--- src/rtl/cap_touch_pkg.sv ---
// Shared types and helpers for the capacitive touch scanner.
package cap_touch_pkg;

    typedef enum logic [1:0] {
        IDLE    = 2'd0,
        CHARGE  = 2'd1,
        MEASURE = 2'd2,
        EVAL    = 2'd3
    } state_t;

    localparam int CAL_SCANS = 4;

    function automatic logic [31:0] sat_add(input logic [31:0] a,
                                            input logic [31:0] b,
                                            input logic [31:0] max_val);
        logic [32:0] sum;
        sum = {1'b0, a} + {1'b0, b};
        return (sum > {1'b0, max_val}) ? max_val : sum[31:0];
    endfunction

endpackage

--- src/rtl/cap_channel.sv ---
// One sensor channel: synchroniser, discharge-time latch, optional baseline
// (CAP_BASELINE_CAL_EN), debounce and sticky hit flag.
module cap_channel
    import cap_touch_pkg::*;
#(
    parameter int CNT_W     = 12,
    parameter int TIMEOUT   = 4095,
    parameter int THRESHOLD = 200,
    parameter int DELTA     = 40,
    parameter int DEBOUNCE  = 3
) (
    input  logic             clock,
    input  logic             reset,
    input  logic             sense,
    input  logic             scan_start,
    input  logic             measure,
    input  logic             eval,
    input  logic             cal_active,
    input  logic             cal_first,
    input  logic [CNT_W-1:0] count,
    input  logic             clear,
    output logic             done,
    output logic             touched,
    output logic             hits,
    output logic [CNT_W-1:0] last_count
);

    localparam int DB_W = $clog2(DEBOUNCE + 1);
    localparam logic [31:0] MAX_CNT = 32'((64'd1 << CNT_W) - 64'd1);

    logic [1:0]       sync;
    logic             latched;
    logic [CNT_W-1:0] cnt_lat;
    logic [DB_W-1:0]  db_cnt;
    logic [31:0]      limit;
    logic             raw;
    logic             hit_now;
    logic             flip;

    always_ff @(posedge clock or posedge reset) begin
        if (reset) sync <= 2'b00;
        else       sync <= {sync[0], sense};
    end

    // Timed-out channels latch the counter value, which equals TIMEOUT then.
    assign hit_now = measure && !latched && (!sync[1] || count == CNT_W'(TIMEOUT));
    assign done    = latched || hit_now;

    always_ff @(posedge clock or posedge reset) begin
        if (reset) begin
            latched <= 1'b0;
            cnt_lat <= '0;
        end else if (scan_start) begin
            latched <= 1'b0;
        end else if (hit_now) begin
            latched <= 1'b1;
            cnt_lat <= count;
        end
    end

`ifdef CAP_BASELINE_CAL_EN
    logic [CNT_W-1:0] baseline;

    always_ff @(posedge clock or posedge reset) begin
        if (reset)
            baseline <= '0;
        else if (eval && cal_active && (cal_first || cnt_lat < baseline))
            baseline <= cnt_lat;
    end

    assign limit = sat_add(32'(baseline), 32'(DELTA), MAX_CNT);
`else
    logic unused_cal;
    assign unused_cal = cal_first;
    assign limit      = 32'(THRESHOLD);
`endif

    assign raw  = 32'(cnt_lat) > limit;
    assign flip = eval && !cal_active && (raw != touched) && (db_cnt == DB_W'(DEBOUNCE - 1));

    always_ff @(posedge clock or posedge reset) begin
        if (reset) begin
            db_cnt     <= '0;
            touched    <= 1'b0;
            hits       <= 1'b0;
            last_count <= '0;
        end else begin
            if (eval) last_count <= cnt_lat;
            if (eval && !cal_active) begin
                if (raw == touched || flip) db_cnt <= '0;
                else                        db_cnt <= db_cnt + 1'b1;
                if (flip) touched <= raw;
            end
            // A new rising edge wins over a simultaneous clear.
            if (flip && raw) hits <= 1'b1;
            else if (clear)  hits <= 1'b0;
        end
    end

endmodule

--- src/rtl/cap_touch_scanner.sv ---
// N-channel capacitive touch scanner: scan FSM, shared discharge counter and
// drive line. Define CAP_BASELINE_CAL_EN to learn per-channel baselines.
module cap_touch_scanner
    import cap_touch_pkg::*;
#(
    parameter int N_CH          = 9,
    parameter int CNT_W         = 12,
    parameter int CHARGE_CYCLES = 64,
    parameter int TIMEOUT       = 4095,
    parameter int THRESHOLD     = 200,
    parameter int DELTA         = 40,
    parameter int DEBOUNCE      = 3
) (
    input  logic                  clock,
    input  logic                  reset,
    input  logic                  enable,
    input  logic [N_CH-1:0]       capacitive_sensors_in,
    output logic                  capacitive_sensors_out,
    output logic [N_CH-1:0]       touched,
    output logic [N_CH-1:0]       hits,
    input  logic [N_CH-1:0]       clear_mask,
    output logic                  scan_done,
    output logic                  cal_done,
    output logic [N_CH*CNT_W-1:0] last_count
);

    localparam int CC_W = $clog2(CHARGE_CYCLES + 1);

    state_t           state;
    logic [CNT_W-1:0] cnt;
    logic [CC_W-1:0]  chg_cnt;
    logic [N_CH-1:0]  done;
    logic             cal_active;
    logic             cal_first;

    always_ff @(posedge clock or posedge reset) begin
        if (reset) begin
            state                  <= IDLE;
            cnt                    <= '0;
            chg_cnt                <= '0;
            capacitive_sensors_out <= 1'b0;
            scan_done              <= 1'b0;
        end else begin
            scan_done <= 1'b0;
            case (state)
                IDLE: begin
                    if (enable) begin
                        state                  <= CHARGE;
                        chg_cnt                <= '0;
                        capacitive_sensors_out <= 1'b1;
                    end
                end
                CHARGE: begin
                    if (chg_cnt == CC_W'(CHARGE_CYCLES - 1)) begin
                        state                  <= MEASURE;
                        cnt                    <= '0;
                        capacitive_sensors_out <= 1'b0;
                    end else begin
                        chg_cnt <= chg_cnt + 1'b1;
                    end
                end
                MEASURE: begin
                    if (&done || cnt == CNT_W'(TIMEOUT)) state <= EVAL;
                    else                                 cnt   <= cnt + 1'b1;
                end
                EVAL: begin
                    scan_done <= 1'b1;
                    if (enable) begin
                        state                  <= CHARGE;
                        chg_cnt                <= '0;
                        capacitive_sensors_out <= 1'b1;
                    end else begin
                        state <= IDLE;
                    end
                end
                default: state <= IDLE;
            endcase
        end
    end

`ifdef CAP_BASELINE_CAL_EN
    localparam int CAL_W = $clog2(CAL_SCANS + 1);
    logic [CAL_W-1:0] cal_cnt;

    // cal_done rises together with the scan_done of the last calibration scan.
    always_ff @(posedge clock or posedge reset) begin
        if (reset) begin
            cal_cnt  <= '0;
            cal_done <= 1'b0;
        end else if (state == EVAL && !cal_done) begin
            cal_cnt <= cal_cnt + 1'b1;
            if (cal_cnt == CAL_W'(CAL_SCANS - 1)) cal_done <= 1'b1;
        end
    end

    assign cal_active = !cal_done;
    assign cal_first  = (cal_cnt == '0);
`else
    assign cal_done   = 1'b1;
    assign cal_active = 1'b0;
    assign cal_first  = 1'b0;
`endif

    for (genvar i = 0; i < N_CH; i++) begin : g_ch
        cap_channel #(
            .CNT_W    (CNT_W),
            .TIMEOUT  (TIMEOUT),
            .THRESHOLD(THRESHOLD),
            .DELTA    (DELTA),
            .DEBOUNCE (DEBOUNCE)
        ) u_ch (
            .clock     (clock),
            .reset     (reset),
            .sense     (capacitive_sensors_in[i]),
            .scan_start(state == CHARGE),
            .measure   (state == MEASURE),
            .eval      (state == EVAL),
            .cal_active(cal_active),
            .cal_first (cal_first),
            .count     (cnt),
            .clear     (clear_mask[i]),
            .done      (done[i]),
            .touched   (touched[i]),
            .hits      (hits[i]),
            .last_count(last_count[i*CNT_W +: CNT_W])
        );
    end

endmodule

--- config.mk ---
export PLATFORM = sky130hd
export DESIGN_NAME = cap_touch_scanner
export DESIGN_NICKNAME = d
export VERILOG_FILES = /design/src/rtl/cap_touch_pkg.sv /design/src/rtl/cap_channel.sv /design/src/rtl/cap_touch_scanner.sv
export SDC_FILE = /design/constraint.sdc
export NUM_CORES = 1
export LEC_CHECK = 0
export ABC_AREA = 1
export CORE_UTILIZATION = 40
export DETAILED_ROUTE_END_ITERATION = 16
export SYNTH_ARGS = -nofsm -noshare
export SYNTH_HDL_FRONTEND = slang
export SYNTH_SLANG_ARGS = --single-unit
--- constraint.sdc ---
create_clock -name clock -period 14.07 [get_ports clock]
set_clock_uncertainty 0.2 [all_clocks]
set_input_delay 2.1105 -clock clock [delete_from_list [all_inputs] [get_ports clock]]
set_output_delay 2.1105 -clock clock [all_outputs]
set_load 0.02 [all_outputs]
==> flow_summary.json <==
{
  "ys_warn_count": 0,
  "hold_end": "g_ch[5].u_ch.sync[1]",
  "min_period_ns": 4.13,
  "ys_ff_latch": 302,
  "cts-hold-fix-buffers": 0,
  "place.gp.congestion": 0.788,
  "die_w_um": 177,
  "ios": 150,
  "antennaDiodeCount": 0,
  "insertion_delay_ns": 0.50,
  "timing.final.crit_share_pct": 29.3,
  "holdWs_ns": 0.149,
  "wl_per_cell_um": 15.4,
  "finalSetupViolations": 0,
  "maxSlewViolCount": 0,
  "dr.pass1.iters": 5,
  "min-delay-start": "g_ch[5].u_ch.sync[0]",
  "crit_required_ns": 14.32,
  "status": "complete, no violations",
  "rsz0062_at_grt": "no",
  "first_global_vias": 8750,
  "cts_tree": "done",
  "place_inst": 1812,
  "reg2reg_from": "state[0]",
  "drt-total-wl_um": 28700,
  "r2r_cells": 14,
  "cts_setup_buffers": 0,
  "max_freq_mhz": 242,
  "fillers": 2793,
  "relSlewSlack_pct": 28.9,
  "area_delta_synth_final_pct": 22.4,
  "cts-resized-gates": 0,
  "syn_avg_cell_area_um2": 9.09,
  "cts_made_buffers": 34,
  "grt_pass1_wl_um": 46300,
  "gr-total-overflow": 0,
  "final-hold-violation-count": 0,
  "core_area_um2": 29900,
  "grt_usage_pct": 18.8,
  "worstHoldPathCells": 0,
  "clockRootBuffer": "clkbuf_16",
  "powerDensity_nw_per_um2": 154,
  "clkTransAtPathRegs_ns": 0.05,
  "netlist-cell-type-count": 30,
  "synth_nets": 1384,
  "syn_area_um2": 12200,
  "finalNetCount": 1496,
  "yosysSeqAreaShare_pct": 61.7,
  "h-tree-depth": 2,
  "tightest_slew_ns": 1.07,
  "dp_hpwl_um": 18500,
  "cap_violations": 0,
  "io_buffers": 148,
  "cp-end-kind": "asynchronous set/reset pin",
  "ant_nets": 0,
  "dieHeight_um": 177,
  "num_vias": 9072,
  "startpoint_type": "primary input",
  "syn_inst": 1346,
  "antenna_found_initial": 0,
  "cts.path.max_buffers": 3,
  "peakVddDrop_v": 0.0000857,
  "start_util_pct": 41.0,
  "drc": 0,
  "fin_util_pct": 50.1,
  "layout.cells.non_filler": 1867,
  "drt-vias-per-instance": 4.86,
  "num_rows": 63,
  "ff2ff_setup_slack_ns": 10.75,
  "grt_max_degree": 140,
  "clock-sinks": 302,
  "crit_arrival_ns": 4.38,
  "drive_gt1_share_pct": 4.54,
  "p_leak_nw": 7.06,
  "finalSetupTns_ns": 0,
  "worstSetupPathType": "in2async",
  "first_iter_violations": 585,
  "die-area_um2": 31300,
  "hp-class": "reg2reg",
  "worstPathMaxFanout": 139,
  "r2r-end": "cnt[9]"
}
-- critical path: stages --
cell and delay, ns:
clkdlybuf4s50_1 0.49, inv_8 0.64, buf_4 0.92
-- per-layer routing --
| layer | up-vias | track usage (%) | share of wire (%) |
|---|---|---|---|
| met2 | 193 | 30.0 | 46 |
| li1 | 4522 | - | - |
| met5 | - | 0 | 0 |
| met1 | 4321 | 26.8 | 48 |
| met4 | 0 | 4.74 | 1.8 |
| met3 | 36 | 2.88 | 4.3 |
-- sequential cells by signal, indices dropped and copies added, names as in the netlist --
| register | count |
|---|---|
| g_ch.u_ch.cnt_lat | 108 |
| g_ch.u_ch.last_count | 108 |
| g_ch.u_ch.db_cnt | 18 |
| g_ch.u_ch.sync | 18 |
| cnt | 12 |
| g_ch.u_ch.hits | 9 |
| g_ch.u_ch.latched | 9 |
| g_ch.u_ch.touched | 9 |
| chg_cnt | 7 |
| state | 2 |
| capacitive_sensors_out | 1 |
| scan_done | 1 |
-- area by class of cell --
class,instances,area [um2],area share (%)
inverter,92,355,2.37
timing repair buffer,152,1510,10.1
sequential,302,7560,50.4
tap,390,488,3.26
clock buffer,50,1000,6.69
multi-input combinational,876,3990,26.6
clock inverter,5,81.3,0.543
-- worst max path at each step --
| stage | cells after the start | from | to | slack [ns] |
|---|---|---|---|---|
| floorplan | 1 | reset | capacitive_sensors_out | 3.41 |
| global placement | 3 | reset | g_ch[5].u_ch.last_count[9] | 9.33 |
| detailed placement | 3 | reset | g_ch[5].u_ch.last_count[9] | 9.34 |
| CTS | 3 | reset | g_ch[4].u_ch.last_count[1] | 9.86 |
| global route | 3 | reset | cnt[6] | 9.56 |
| finish | 3 | reset | g_ch[4].u_ch.hits | 9.94 |
-- cell usage in the layout, fill, tap and decap left out, drive strengths merged, types with 2 or more instances in the layout --
| cell | count |
|---|---|
| a21oi | 30 |
| buf | 4 |
| bufinv | 2 |
| clkbuf | 50 |
| clkdlybuf4s50 | 148 |
| clkinv | 2 |
| dfrtp | 302 |
| ha | 17 |
| inv | 92 |
| mux2i | 9 |
| nand2 | 506 |
| nand3 | 29 |
| nand4 | 12 |
| nor2 | 42 |
| nor3 | 18 |
| nor4 | 11 |
| o211ai | 6 |
| o21ai | 182 |
| or2 | 6 |
| xor2 | 3 |
-- per-stage QoR --
step | power [mW] | setup WS [ns] | cell area (um2)
2_1_floorplan | 1.31 | 3.41 | 12200
3_3_place_gp | 1.46 | 9.33 | 13900
3_5_place_dp | 1.46 | 9.34 | 13900
4_1_cts | 2.33 | 9.86 | 15000
5_1_grt | 2.42 | 9.56 | 15000
6_report | 2.30 | 9.94 | 15000
-- cell usage after synthesis (all sizes together) --
| master | number | area share, % |
|---|---|---|
| a31oi | 1 | 0.051 |
| nor2 | 42 | 1.3 |
| nand3 | 29 | 1.3 |
| a211o | 1 | 0.072 |
| ha | 17 | 1.7 |
| inv | 91 | 2.8 |
| xor2 | 3 | 0.21 |
| conb | 1 | 0.031 |
| or2 | 6 | 0.31 |
| o21ai | 182 | 7.5 |
| clkinv | 1 | 0.031 |
| mux2i | 9 | 0.74 |
| nor4 | 11 | 0.56 |
| a2bb2oi | 1 | 0.072 |
| nor3b | 1 | 0.061 |
| clkbuf | 52 | 1.6 |
| nor3 | 18 | 0.74 |
| nand4 | 12 | 0.61 |
| nand2 | 506 | 16 |
| dfrtp | 302 | 62 |
| a21oi | 30 | 1.2 |
| buf | 24 | 1.4 |
| o211ai | 6 | 0.37 |
-- power by group --
part | internal (mW) | leakage, nW | switching [mW]
registers | 0.936 | 4.15 | 0.0441
logic | 0.131 | 2.38 | 0.332
clock network | 0.527 | 0.528 | 0.331
total | 1.59 | 7.06 | 0.707
-- cells by family (layout without fill, tap and decap cells) --
| kind of cell | after synthesis | count (layout) | share of synthesized area, % |
|---|---|---|---|
| other | 1 | 1 | 0.0306 |
| xor gates and xnor gates | 3 | 3 | 0.215 |
| muxes | 9 | 9 | 0.736 |
| buffers and inverters | 168 | 299 | 5.82 |
| and+or+nand+nor | 625 | 625 | 20.5 |
| AOI/OAI and AO/OA | 221 | 221 | 9.26 |
| adders and majority gates | 17 | 17 | 1.74 |
| DFF | 302 | 302 | 61.7 |
(Power assumes the default switching activity.)
